<file path="src/rtl/ctrl_pkg.sv">
// Shared encodings and pipeline control-word layouts for the ARM-subset pipeline controller.
// CTRL_UNDEF_TRAP_EN adds an undefined-encoding bit to the carried control words.
package ctrl_pkg;

   localparam logic [1:0] OP_DP  = 2'b00;
   localparam logic [1:0] OP_MEM = 2'b01;
   localparam logic [1:0] OP_BR  = 2'b10;

   localparam logic [3:0] CMD_AND = 4'b0000;
   localparam logic [3:0] CMD_SUB = 4'b0010;
   localparam logic [3:0] CMD_ADD = 4'b0100;
   localparam logic [3:0] CMD_CMP = 4'b1010;
   localparam logic [3:0] CMD_ORR = 4'b1100;

   typedef enum logic [1:0] {
      ALU_ADD = 2'b00,
      ALU_SUB = 2'b01,
      ALU_AND = 2'b10,
      ALU_ORR = 2'b11
   } alu_op_e;

   localparam logic [3:0] COND_EQ = 4'b0000;
   localparam logic [3:0] COND_NE = 4'b0001;
   localparam logic [3:0] COND_CS = 4'b0010;
   localparam logic [3:0] COND_CC = 4'b0011;
   localparam logic [3:0] COND_MI = 4'b0100;
   localparam logic [3:0] COND_PL = 4'b0101;
   localparam logic [3:0] COND_VS = 4'b0110;
   localparam logic [3:0] COND_VC = 4'b0111;
   localparam logic [3:0] COND_HI = 4'b1000;
   localparam logic [3:0] COND_LS = 4'b1001;
   localparam logic [3:0] COND_GE = 4'b1010;
   localparam logic [3:0] COND_LT = 4'b1011;
   localparam logic [3:0] COND_GT = 4'b1100;
   localparam logic [3:0] COND_LE = 4'b1101;
   localparam logic [3:0] COND_AL = 4'b1110;

   // Control word held in the Decode->Execute register
   typedef struct packed {
      logic       reg_w;
      logic       mem_w;
      logic       mem_to_reg;
      logic       pcs;
      logic [1:0] flag_w;
      alu_op_e    alu_ctl;
      logic       alu_src;
      logic [3:0] cond;
`ifdef CTRL_UNDEF_TRAP_EN
      logic       undef;
`endif
   } ctrl_e_t;

   typedef struct packed {
      logic reg_w;
      logic mem_w;
      logic mem_to_reg;
      logic pcs;
`ifdef CTRL_UNDEF_TRAP_EN
      logic undef;
`endif
   } ctrl_m_t;

   typedef struct packed {
      logic reg_w;
      logic mem_to_reg;
      logic pcs;
   } ctrl_w_t;

   function automatic logic is_arith_cmd(input logic [3:0] cmd);
      return (cmd == CMD_ADD) || (cmd == CMD_SUB) || (cmd == CMD_CMP);
   endfunction

endpackage

</file>
<file path="src/rtl/pipeline_controller_if.sv">
// Controller <-> datapath bundle: decode instruction and ALU flags in, stage control bits out.
// CTRL_UNDEF_TRAP_EN adds the sticky UndefW status bit.
interface pipeline_controller_if;

   logic [31:0] InstrD;
   logic [3:0]  ALUFlags;
   logic        FlushE;
   logic [1:0]  RegSrcD;
   logic [1:0]  ImmSrcD;
   logic        ALUSrcE;
   logic [1:0]  ALUControlE;
   logic        MemWriteM;
   logic        RegWriteM;
   logic        MemtoRegE;
   logic        MemtoRegW;
   logic        RegWriteW;
   logic        PCSrcW;
   logic        PCWrPendingF;
`ifdef CTRL_UNDEF_TRAP_EN
   logic        UndefW;
`endif

   // Datapath side
   modport master (
      output InstrD, ALUFlags, FlushE,
      input  RegSrcD, ImmSrcD, ALUSrcE, ALUControlE, MemWriteM, RegWriteM,
             MemtoRegE, MemtoRegW, RegWriteW, PCSrcW, PCWrPendingF
`ifdef CTRL_UNDEF_TRAP_EN
      , input UndefW
`endif
   );

   // Controller side
   modport slave (
      input  InstrD, ALUFlags, FlushE,
      output RegSrcD, ImmSrcD, ALUSrcE, ALUControlE, MemWriteM, RegWriteM,
             MemtoRegE, MemtoRegW, RegWriteW, PCSrcW, PCWrPendingF
`ifdef CTRL_UNDEF_TRAP_EN
      , output UndefW
`endif
   );

endinterface

</file>
<file path="src/rtl/cond_unit.sv">
// Execute-stage condition evaluation, {N,Z,C,V} flags register and condition gating of writes.
// CTRL_UNDEF_TRAP_EN adds gating of the undefined-encoding bit.
module cond_unit
   import ctrl_pkg::*;
#(
   parameter logic [3:0] FLAG_RESET = 4'b0000
) (
   input  logic       clk,
   input  logic       reset,
`ifdef CTRL_UNDEF_TRAP_EN
   input  logic       undef,
   output logic       undef_g,
`endif
   input  logic [3:0] cond,
   input  logic [1:0] flag_w,
   input  logic [3:0] alu_flags,
   input  logic       reg_w,
   input  logic       mem_w,
   input  logic       pcs,
   output logic       reg_w_g,
   output logic       mem_w_g,
   output logic       pcs_g
);

   logic [3:0] flags;
   logic       cond_ex;

   function automatic logic cond_eval(input logic [3:0] c, input logic [3:0] f);
      logic n, z, cf, v, r;
      {n, z, cf, v} = f;
      case (c)
         COND_EQ: r = z;
         COND_NE: r = ~z;
         COND_CS: r = cf;
         COND_CC: r = ~cf;
         COND_MI: r = n;
         COND_PL: r = ~n;
         COND_VS: r = v;
         COND_VC: r = ~v;
         COND_HI: r = cf & ~z;
         COND_LS: r = ~cf | z;
         COND_GE: r = ~(n ^ v);
         COND_LT: r = n ^ v;
         COND_GT: r = ~z & ~(n ^ v);
         COND_LE: r = z | (n ^ v);
         COND_AL: r = 1'b1;
         default: r = 1'b0;
      endcase
      return r;
   endfunction

   // The instruction in Execute evaluates against flags committed by older instructions only
   assign cond_ex = cond_eval(cond, flags);

   always_ff @(posedge clk or posedge reset) begin
      if (reset) begin
         flags <= FLAG_RESET;
      end else begin
         if (flag_w[1] & cond_ex) flags[3:2] <= alu_flags[3:2];
         if (flag_w[0] & cond_ex) flags[1:0] <= alu_flags[1:0];
      end
   end

   assign reg_w_g = reg_w & cond_ex;
   assign mem_w_g = mem_w & cond_ex;
   assign pcs_g   = pcs   & cond_ex;
`ifdef CTRL_UNDEF_TRAP_EN
   assign undef_g = undef & cond_ex;
`endif

endmodule

</file>
<file path="src/rtl/pipeline_controller.sv">
// ARM-subset pipeline control unit: Decode-stage decoder plus E/M/W control pipeline registers.
// Optional macro CTRL_UNDEF_TRAP_EN enables the sticky UndefW trap for unsupported encodings.
module pipeline_controller
   import ctrl_pkg::*;
#(
   parameter logic [3:0] FLAG_RESET = 4'b0000
) (
   input logic clk,
   input logic reset,
   pipeline_controller_if.slave bus
);

   logic [3:0] cond_d;
   logic [1:0] op_d;
   logic [5:0] funct_d;
   logic [3:0] cmd_d;
   logic [3:0] rd_d;
   logic       s_eff_d;
   logic       arith_d;

   ctrl_e_t    ctrl_d;
   logic [1:0] reg_src_d;
   logic       branch_d;
   logic       cmd_ok;
   alu_op_e    alu_d;

   ctrl_e_t    ctrl_p0;
   ctrl_m_t    ctrl_p1;
   ctrl_w_t    ctrl_p2;

   logic       reg_w_g;
   logic       mem_w_g;
   logic       pcs_g;
`ifdef CTRL_UNDEF_TRAP_EN
   logic       undef_g;
   logic       undef_sticky;
`endif

   logic       unused_instr_bits;

   assign cond_d  = bus.InstrD[31:28];
   assign op_d    = bus.InstrD[27:26];
   assign funct_d = bus.InstrD[25:20];
   assign cmd_d   = funct_d[4:1];
   assign rd_d    = bus.InstrD[15:12];
   assign s_eff_d = funct_d[0] | (cmd_d == CMD_CMP);
   assign arith_d = is_arith_cmd(cmd_d);

   // Rn and the operand/offset fields belong to the datapath
   assign unused_instr_bits = ^{bus.InstrD[19:16], bus.InstrD[11:0]};

   // Decode stage
   always_comb begin
      ctrl_d      = '0;
      reg_src_d   = 2'b00;
      branch_d    = 1'b0;
      cmd_ok      = 1'b0;
      alu_d       = ALU_ADD;
      ctrl_d.cond = cond_d;
      case (op_d)
         OP_DP: begin
            case (cmd_d)
               CMD_ADD: begin alu_d = ALU_ADD; cmd_ok = 1'b1; end
               CMD_SUB: begin alu_d = ALU_SUB; cmd_ok = 1'b1; end
               CMD_CMP: begin alu_d = ALU_SUB; cmd_ok = 1'b1; end
               CMD_AND: begin alu_d = ALU_AND; cmd_ok = 1'b1; end
               CMD_ORR: begin alu_d = ALU_ORR; cmd_ok = 1'b1; end
               default: cmd_ok = 1'b0;
            endcase
            if (cmd_ok) begin
               ctrl_d.reg_w     = (cmd_d != CMD_CMP);
               ctrl_d.alu_src   = funct_d[5];
               ctrl_d.alu_ctl   = alu_d;
               ctrl_d.flag_w[1] = s_eff_d;
               ctrl_d.flag_w[0] = s_eff_d & arith_d;
            end
`ifdef CTRL_UNDEF_TRAP_EN
            else ctrl_d.undef = 1'b1;
`endif
         end
         OP_MEM: begin
            ctrl_d.alu_src = 1'b1;
            if (funct_d[0]) begin
               ctrl_d.mem_to_reg = 1'b1;
               ctrl_d.reg_w      = 1'b1;
            end else begin
               ctrl_d.mem_w = 1'b1;
               reg_src_d[1] = 1'b1;
            end
         end
         OP_BR: begin
            branch_d       = 1'b1;
            reg_src_d[0]   = 1'b1;
            ctrl_d.alu_src = 1'b1;
         end
         default: begin
`ifdef CTRL_UNDEF_TRAP_EN
            ctrl_d.undef = 1'b1;
`endif
         end
      endcase
      ctrl_d.pcs = branch_d | (ctrl_d.reg_w & (rd_d == 4'd15));
      // Reset forces every controller output low, including the combinational Decode ones
      if (reset) begin
         ctrl_d    = '0;
         reg_src_d = 2'b00;
      end
   end

   // Decode -> Execute
   always_ff @(posedge clk or posedge reset) begin
      if (reset)           ctrl_p0 <= '0;
      else if (bus.FlushE) ctrl_p0 <= '0;
      else                 ctrl_p0 <= ctrl_d;
   end

   cond_unit #(
      .FLAG_RESET (FLAG_RESET)
   ) u_cond_unit (
      .clk       (clk),
      .reset     (reset),
`ifdef CTRL_UNDEF_TRAP_EN
      .undef     (ctrl_p0.undef),
      .undef_g   (undef_g),
`endif
      .cond      (ctrl_p0.cond),
      .flag_w    (ctrl_p0.flag_w),
      .alu_flags (bus.ALUFlags),
      .reg_w     (ctrl_p0.reg_w),
      .mem_w     (ctrl_p0.mem_w),
      .pcs       (ctrl_p0.pcs),
      .reg_w_g   (reg_w_g),
      .mem_w_g   (mem_w_g),
      .pcs_g     (pcs_g)
   );

   // Execute -> Memory
   always_ff @(posedge clk or posedge reset) begin
      if (reset) begin
         ctrl_p1 <= '0;
      end else begin
         ctrl_p1.reg_w      <= reg_w_g;
         ctrl_p1.mem_w      <= mem_w_g;
         ctrl_p1.mem_to_reg <= ctrl_p0.mem_to_reg;
         ctrl_p1.pcs        <= pcs_g;
`ifdef CTRL_UNDEF_TRAP_EN
         ctrl_p1.undef      <= undef_g;
`endif
      end
   end

   // Memory -> Writeback
   always_ff @(posedge clk or posedge reset) begin
      if (reset) begin
         ctrl_p2 <= '0;
      end else begin
         ctrl_p2.reg_w      <= ctrl_p1.reg_w;
         ctrl_p2.mem_to_reg <= ctrl_p1.mem_to_reg;
         ctrl_p2.pcs        <= ctrl_p1.pcs;
      end
   end

`ifdef CTRL_UNDEF_TRAP_EN
   // Writeback-stage undef bit, latched until reset
   always_ff @(posedge clk or posedge reset) begin
      if (reset) undef_sticky <= 1'b0;
      else       undef_sticky <= undef_sticky | ctrl_p1.undef;
   end
   assign bus.UndefW = undef_sticky;
`endif

   assign bus.RegSrcD      = reg_src_d;
   assign bus.ImmSrcD      = reset ? 2'b00 : op_d;
   assign bus.ALUSrcE      = ctrl_p0.alu_src;
   assign bus.ALUControlE  = ctrl_p0.alu_ctl;
   assign bus.MemtoRegE    = ctrl_p0.mem_to_reg;
   assign bus.MemWriteM    = ctrl_p1.mem_w;
   assign bus.RegWriteM    = ctrl_p1.reg_w;
   assign bus.MemtoRegW    = ctrl_p2.mem_to_reg;
   assign bus.RegWriteW    = ctrl_p2.reg_w;
   assign bus.PCSrcW       = ctrl_p2.pcs;
   assign bus.PCWrPendingF = ctrl_d.pcs | ctrl_p0.pcs | ctrl_p1.pcs;

endmodule

</file>
<file path="src/flat_wrapper.sv">
// flat-port wrapper written by rule: the top's interface ports become plain ports
module pipeline_controller_flat import ctrl_pkg::*;
#(
   parameter logic [3:0] FLAG_RESET = 4'b0000
)
  (clk, reset, bus_InstrD, bus_ALUFlags, bus_FlushE, bus_RegSrcD, bus_ImmSrcD, bus_ALUSrcE, bus_ALUControlE, bus_MemWriteM, bus_RegWriteM, bus_MemtoRegE, bus_MemtoRegW, bus_RegWriteW, bus_PCSrcW, bus_PCWrPendingF);
  pipeline_controller_if bus_i ();
  input logic clk;
  input logic reset;
  input wire logic [$bits(bus_i.InstrD)-1:0] bus_InstrD;
  input wire logic [$bits(bus_i.ALUFlags)-1:0] bus_ALUFlags;
  input wire logic [$bits(bus_i.FlushE)-1:0] bus_FlushE;
  output wire logic [$bits(bus_i.RegSrcD)-1:0] bus_RegSrcD;
  output wire logic [$bits(bus_i.ImmSrcD)-1:0] bus_ImmSrcD;
  output wire logic [$bits(bus_i.ALUSrcE)-1:0] bus_ALUSrcE;
  output wire logic [$bits(bus_i.ALUControlE)-1:0] bus_ALUControlE;
  output wire logic [$bits(bus_i.MemWriteM)-1:0] bus_MemWriteM;
  output wire logic [$bits(bus_i.RegWriteM)-1:0] bus_RegWriteM;
  output wire logic [$bits(bus_i.MemtoRegE)-1:0] bus_MemtoRegE;
  output wire logic [$bits(bus_i.MemtoRegW)-1:0] bus_MemtoRegW;
  output wire logic [$bits(bus_i.RegWriteW)-1:0] bus_RegWriteW;
  output wire logic [$bits(bus_i.PCSrcW)-1:0] bus_PCSrcW;
  output wire logic [$bits(bus_i.PCWrPendingF)-1:0] bus_PCWrPendingF;
  assign bus_i.InstrD = bus_InstrD;
  assign bus_i.ALUFlags = bus_ALUFlags;
  assign bus_i.FlushE = bus_FlushE;
  assign bus_RegSrcD = bus_i.RegSrcD;
  assign bus_ImmSrcD = bus_i.ImmSrcD;
  assign bus_ALUSrcE = bus_i.ALUSrcE;
  assign bus_ALUControlE = bus_i.ALUControlE;
  assign bus_MemWriteM = bus_i.MemWriteM;
  assign bus_RegWriteM = bus_i.RegWriteM;
  assign bus_MemtoRegE = bus_i.MemtoRegE;
  assign bus_MemtoRegW = bus_i.MemtoRegW;
  assign bus_RegWriteW = bus_i.RegWriteW;
  assign bus_PCSrcW = bus_i.PCSrcW;
  assign bus_PCWrPendingF = bus_i.PCWrPendingF;
  pipeline_controller #(.FLAG_RESET(FLAG_RESET)) u_core (.clk(clk), .reset(reset), .bus(bus_i));
endmodule
</file>
<file path="config.mk">
export PLATFORM = sky130hd
export DESIGN_NAME = pipeline_controller_flat
export DESIGN_NICKNAME = d
export VERILOG_FILES = /design/src/rtl/ctrl_pkg.sv /design/src/rtl/pipeline_controller_if.sv /design/src/rtl/cond_unit.sv /design/src/rtl/pipeline_controller.sv /design/src/flat_wrapper.sv
export SDC_FILE = /design/constraint.sdc
export NUM_CORES = 1
export LEC_CHECK = 0
export ABC_AREA = 1
export BUFFER_PORTS_ARGS = -buffer_cell sky130_fd_sc_hd__buf_2
export CORE_AREA = 2 2 54 66
export CTS_CLUSTER_SIZE = 25
export DETAILED_ROUTE_END_ITERATION = 6
export DIE_AREA = 0 0 56 68
export GPL_TIMING_DRIVEN = 0
export PLACE_DENSITY = 0.66
export SYNTH_ARGS = -nofsm -noshare
export SYNTH_HDL_FRONTEND = slang
export SYNTH_SLANG_ARGS = --single-unit
</file>
<file path="constraint.sdc">
create_clock -name clk -period 2.1 [get_ports clk]
set_clock_uncertainty 0.1 [all_clocks]
set_input_delay 0.42 -clock clk [delete_from_list [all_inputs] [get_ports clk]]
set_output_delay 0.42 -clock clk [all_outputs]
set_load 0.01 [all_outputs]
</file>
# Word-level counts from Yosys, hierarchy flattened

Cells that the tools add are included.

Flip-flop bits (word level): 24
Input bits: 39

Equality and inequality tests: 22
Multiplexer cells: 18
Bitwise gates (word level): 21
Reductions and logical operators: 8

Operator list:

| kind                                          | number |
|---|---|
| == test 4 bit, second input constant          | 10 |
| two-way mux 13 bit                            | 2 |
| == test 4 x 3 -> 1 bit, second input constant | 5 |
| one-hot mux 1 bit (15 select lines)           | 1 |
| == test 4 x 2 -> 1 bit, second input constant | 3 |
| bitwise AND 1 bit                             | 9 |
| zero test 4 bit                               | 2 |
| two-way mux 1 bit                             | 7 |
| two-way mux 2 bit                             | 3 |
| bitwise OR 1 bit                              | 6 |
| one-hot mux 2 bit (3 select lines)            | 1 |
| two-way mux 5 bit                             | 1 |
| NOT 1 bit                                     | 5 |
| OR reduction 5 bit                            | 1 |
| == test 4 x 1 -> 1 bit, second input constant | 1 |
| two-way mux 4 bit                             | 1 |
| inequality test 4 bit, second input constant  | 1 |
| one-hot mux 1 bit (2 select lines)            | 2 |
| OR reduction 2 bit                            | 2 |
| == test 2 x 1 -> 1 bit, second input constant | 1 |
| == test 2 bit, second input constant          | 1 |
| zero test 2 bit                               | 1 |
| logical OR 1 bit                              | 2 |
| bitwise XOR 1 bit                             | 1 |

# Depth between registers and ports, before layout

Depth in word-level cells: 11
Gate-level depth with buffers: 12
Mapped depth without buffers: 12

# By module

From an unflattened synthesis, not the netlist that was laid out.

Cell total of the unflattened synthesis: 159
Area total of the unflattened synthesis: 1293.7 um2

Modules (own cells, without submodules):

| module              | times used | cells each | area an instance (um2) | seq. area each (um2) |
|---|---|---|---|---|
| pipeline_controller | 1          | 82         | 835.8                  | 500.5 |
| cond_unit           | 1          | 77         | 457.9                  | 100.1 |

# Worst setup path after synthesis

OpenSTA, ideal clock, no wires.

Kind: input port to output port
Start: input port reset
End: output port bus_PCWrPendingF
Arrival: 1.388 ns
Required time: 1.580 ns
Slack: 0.192 ns
Stages: 3
Cells stage by stage: inv_1 o21ai_0 nand2_1

Word-level cells in the longest chain between the ends: 3

RTL lines:

| element                       | RTL line                   | text |
|---|---|---|
| from (decl)                   | flat_wrapper.sv:9          | `input logic reset;` |
| two-way mux 13 bit            | pipeline_controller.sv:104 | `if (reset) begin` |
| bitwise OR 1 bit (2 in a row) | pipeline_controller.sv:182 | `assign bus.PCWrPendingF = ctrl_d.pcs \| ctrl_p0.pcs \| ctrl_p1.pcs;` |
| to (decl)                     | flat_wrapper.sv:23         | `output wire logic [$bits(bus_i.PCWrPendingF)-1:0] bus_PCWrPendingF;` |

Every way passes these cells.

# Final worst setup path

Start: input port bus_InstrD[26]
End: output port bus_PCWrPendingF

Word-level cells in the longest chain between the ends: 7

RTL lines:

| element                                                   | RTL line                   | text |
|---|---|---|
| from (decl)                                               | flat_wrapper.sv:10         | `input wire logic [$bits(bus_i.InstrD)-1:0] bus_InstrD;` |
| == test 2 x 1 -> 1 bit or zero test 2 bit (tied branches) | pipeline_controller.sv:60  | `case (op_d)` |
| one-hot mux 1 bit (2 select lines)                        | pipeline_controller.sv:60  |  |
| bitwise AND 1 bit                                         | pipeline_controller.sv:102 | `ctrl_d.pcs = branch_d \| (ctrl_d.reg_w & (rd_d == 4'd15));` |
| bitwise OR 1 bit *                                        | pipeline_controller.sv:102 |  |
| two-way mux 13 bit *                                      | pipeline_controller.sv:104 |  |
| bitwise OR 1 bit * (2 in a row)                           | pipeline_controller.sv:182 |  |

Mark *: on every way between the ends. The rest lies on a longest branch, timed or not.

==> flow_summary.yaml <==
die:
  core_area_um2: 3220
  die-area_um2: 3810
  die_w_um: 56
  die_h_um: 68
  rows: 23
  start_util_pct: 37.3
  ios: 53
hold_path:
  hold_path_class: "in2async"
power_and_ir_drop:
  power.density_nw_per_um2: 647
  p_leak_nw: 0.834
  vdd_drop_max_v: 0.000526
clock_network:
  cts_setup_buffers: 0
  cts_buffers: 3
  cts_root_buffer: "clkbuf_8"
  cts.sinks: 24
  worstSkewPairLatency_ps: 250
  cts_tree: "done"
  clk_pin_slew_worst_paths_ps: 80
  cts_buffer_depth: 2
  htreeDepth: 1
critical_path:
  end_kind: "output pin"
  path_max_fanout: 4
  crit_family: "buffers and inverters"
  cp_cell_sequence: "buf_2 -> inv_1 -> ha_1 -> nand3_1 -> a21oi_1 -> o21ai_1 -> nand2_1 -> buf_2"
  critical_path_class: "in2out"
  slowest_delay_ps: 240
  worst_path_max_delay_cell: "ha_1"
  r2r_slack_ps: 670
  start_kind: "primary input"
  path_common_cell: "buf_2"
  required_ps: 1580
  worstPathArrival_ps: 1440
  path_buf_inv: 3
cells_and_area:
  nets: 233
  multiInputGateArea_um2: 524
  final_util_pct: 46.4
  seqCellArea_um2: 601
  area_delta_synth_final_pct: 24.4
  diodes: 0
  layout-drive-gt1-share_pct: 29.6
  fin_cells: 226
  fillers: 351
flow_run:
  drv_cap: 0
routing:
  drt_wl_total_mm: 2.25
  drt_iter0_drc: 8
  drt-met1-wl_um: 870
  top_layer_used: "met3"
  routedWlPerCell_um: 9.95
  drt_pass1_iterations: 4
  dr_wl_met2_mm: 1.27
  route.met3.wl_um: 106
  routed_via_density: 4.65
  drc_errors: 0
  ant_nets: 0
  vias: 1052
global_route:
  grt_max_degree: 16
  grtUsageTotal_pct: 12.7
  grt_pass1_wl_mm: 3.90
  grt_pass1_vias: 974
  overflow: 0
  antenna_found_initial: 0
yosys:
  synth_top_family_by_area: "simple AND/OR/NAND/NOR gates"
  yosys-mux-area-fraction_pct: 0
  synth.largest_area_cell: "dfrtp_1"
  syn_nets: 191
  synth_edf_count: 0
  synth-async-reset-ratio_pct: 100
  synth_ff_type: "dfrtp_1"
  synthXorXnorAreaFrac_pct: 0
  yosys_warnings: 0
  syn_area_per_cell_um2: 8.12
  synth-compound-area-share_pct: 5.73
  ys_ff_latch: 24
  synthDistinctLibCells: 19
  synthSimpleGateAreaFrac_pct: 33.5
  ys_seq_area_share_pct: 50.0
  synthCells: 148
  synthTopCellsByArea: "dfrtp_1, nand2_1, nand3_1"
  synth_top_cell_area_share_pct: 50.0
  synth.cell_area_um2: 1200
  synth_fa_ha_area_share_pct: 4.17
placement:
  place.gp.congestion: 0.825
  dp_cells: 221
  io_buffers: 36
  pre_cts_slack_ps: -329
  dp_hpwl_mm: 1.85
timing:
  min_period_over_period_pct: 93.3
  setup_viol: 0
  fin_crit_ps: 1960
  drv_slew: 0
  max_freq_mhz: 510
  fin_tns_setup_ps: 0
  worstMarginPinSlew_ps: 621
  hold_viol: 0
  rsz0062_at_grt: "no"
  relSlewSlack_pct: 58.4
  setup_ws_ps: 141
  hold_ws_ps: 74.4
run_status:
  status: "finished, final reports clean"
[worst register-to-register path, stage by stage (launching register included)]
cell	delay, ps
dfrtp_1	400
inv_1	70
nand2_1	90
nand2_2	70
nand3b_1	80
nand3_1	80
nor2_2	190
nand2_4	110
nand3_1	80
nand2_1	50
[kinds of logic after synthesis]
group | count (synthesis)
compound gates | 12
fa+ha+maj | 4
buf+inv | 19
flops | 24
simple gates | 89
[synthesized netlist by cell type, types with 2 or more instances]
cell type  instances
a21oi_1            7
nand2_1           37
nor2_1            19
nor3_1             5
nand3_1           16
inv_1             15
nand3b_1           2
inv_2              2
a21boi_0           3
nand2_2            6
ha_1               4
buf_4              2
dfrtp_1           24
[layout by cell type (no fill, tap or decap)]
master,count
dfrtp_1,24
a31oi_1,1
nor3_1,5
nor2_2,2
clkbuf_8,4
inv_2,2
buf_4,2
clkinvlp_4,1
nand3_1,16
o21ai_1,1
nand2_1,37
nor2_1,18
nand2_2,6
a21oi_1,7
inv_1,14
clkinvlp_2,1
nand3b_1,2
nor2_4,1
nand2_4,1
nand4_1,1
ha_1,4
a21boi_0,3
buf_2,36
[final timing paths]
| kind | endpoint | start | cells past startpoint |
|---|---|---|---|
| max | bus_PCWrPendingF | bus_InstrD[26] | 8 |
| min | u_core.ctrl_p0[9] | reset | 2 |
| max reg2reg | u_core.u_cond_unit.flags[2] | u_core.u_cond_unit.flags[0] | 9 |
| min reg2reg | u_core.bus.MemtoRegW | u_core.ctrl_p1[1] | 0 |
| max in group asynchronous | u_core.ctrl_p0[1] | reset | 2 |
| min in group clk | u_core.ctrl_p0[11] | bus_InstrD[20] | 2 |
[repair_timing]
action	in CTS	in global routing
endpoints found under the setup margin	1	1
gates cloned	1	0
hold buffers	0	0
gates resized for setup	1	2
[per-layer routing]
layer  GRT usage, %  vias up
met5              0        -
met4           3.57        0
met3           2.27        0
met2           25.3       25
met1           13.6      476
li1               -      551
[area by class of cell]
class                   instances  share of cell area, %
plain buffers                   2                   1.01
clock buffers                   4                   3.69
inverters                      17                   4.52
multi-input cells             105                   35.1
flip-flops and latches         24                   40.2
well taps                      37                   3.10
repair buffers                 36                   12.1
repair inverters                1                  0.335
[where the power goes]
| part | total (mW) | leakage [nW] | internal, mW | switching (mW) |
|---|---|---|---|---|
| Clock | 0.296 | 0.0288 | 0.167 | 0.129 |
| Combinational | 0.164 | 0.489 | 0.0621 | 0.102 |
| Sequential | 0.507 | 0.315 | 0.485 | 0.0214 |
[sequential cells by signal, indices dropped and copies added, names as in the netlist]
register	flops
u_core.ctrl_p1	2
u_core.bus.MemtoRegE	1
u_core.bus.ALUControlE	2
u_core.bus.RegWriteM	1
u_core.bus.PCSrcW	1
u_core.bus.MemWriteM	1
u_core.ctrl_p0	9
u_core.bus.MemtoRegW	1
u_core.bus.ALUSrcE	1
u_core.bus.RegWriteW	1
u_core.u_cond_unit.flags	4
[through the flow]
step / total power [mW] / instance area [um2]
after CTS: 0.981 / 1490
after floorplan: 0.620 / 1200
after global placement: 0.678 / 1430
final: 0.967 / 1490
after global routing: 1.02 / 1490
after detailed placement: 0.680 / 1430
(Power assumes the default switching activity.)
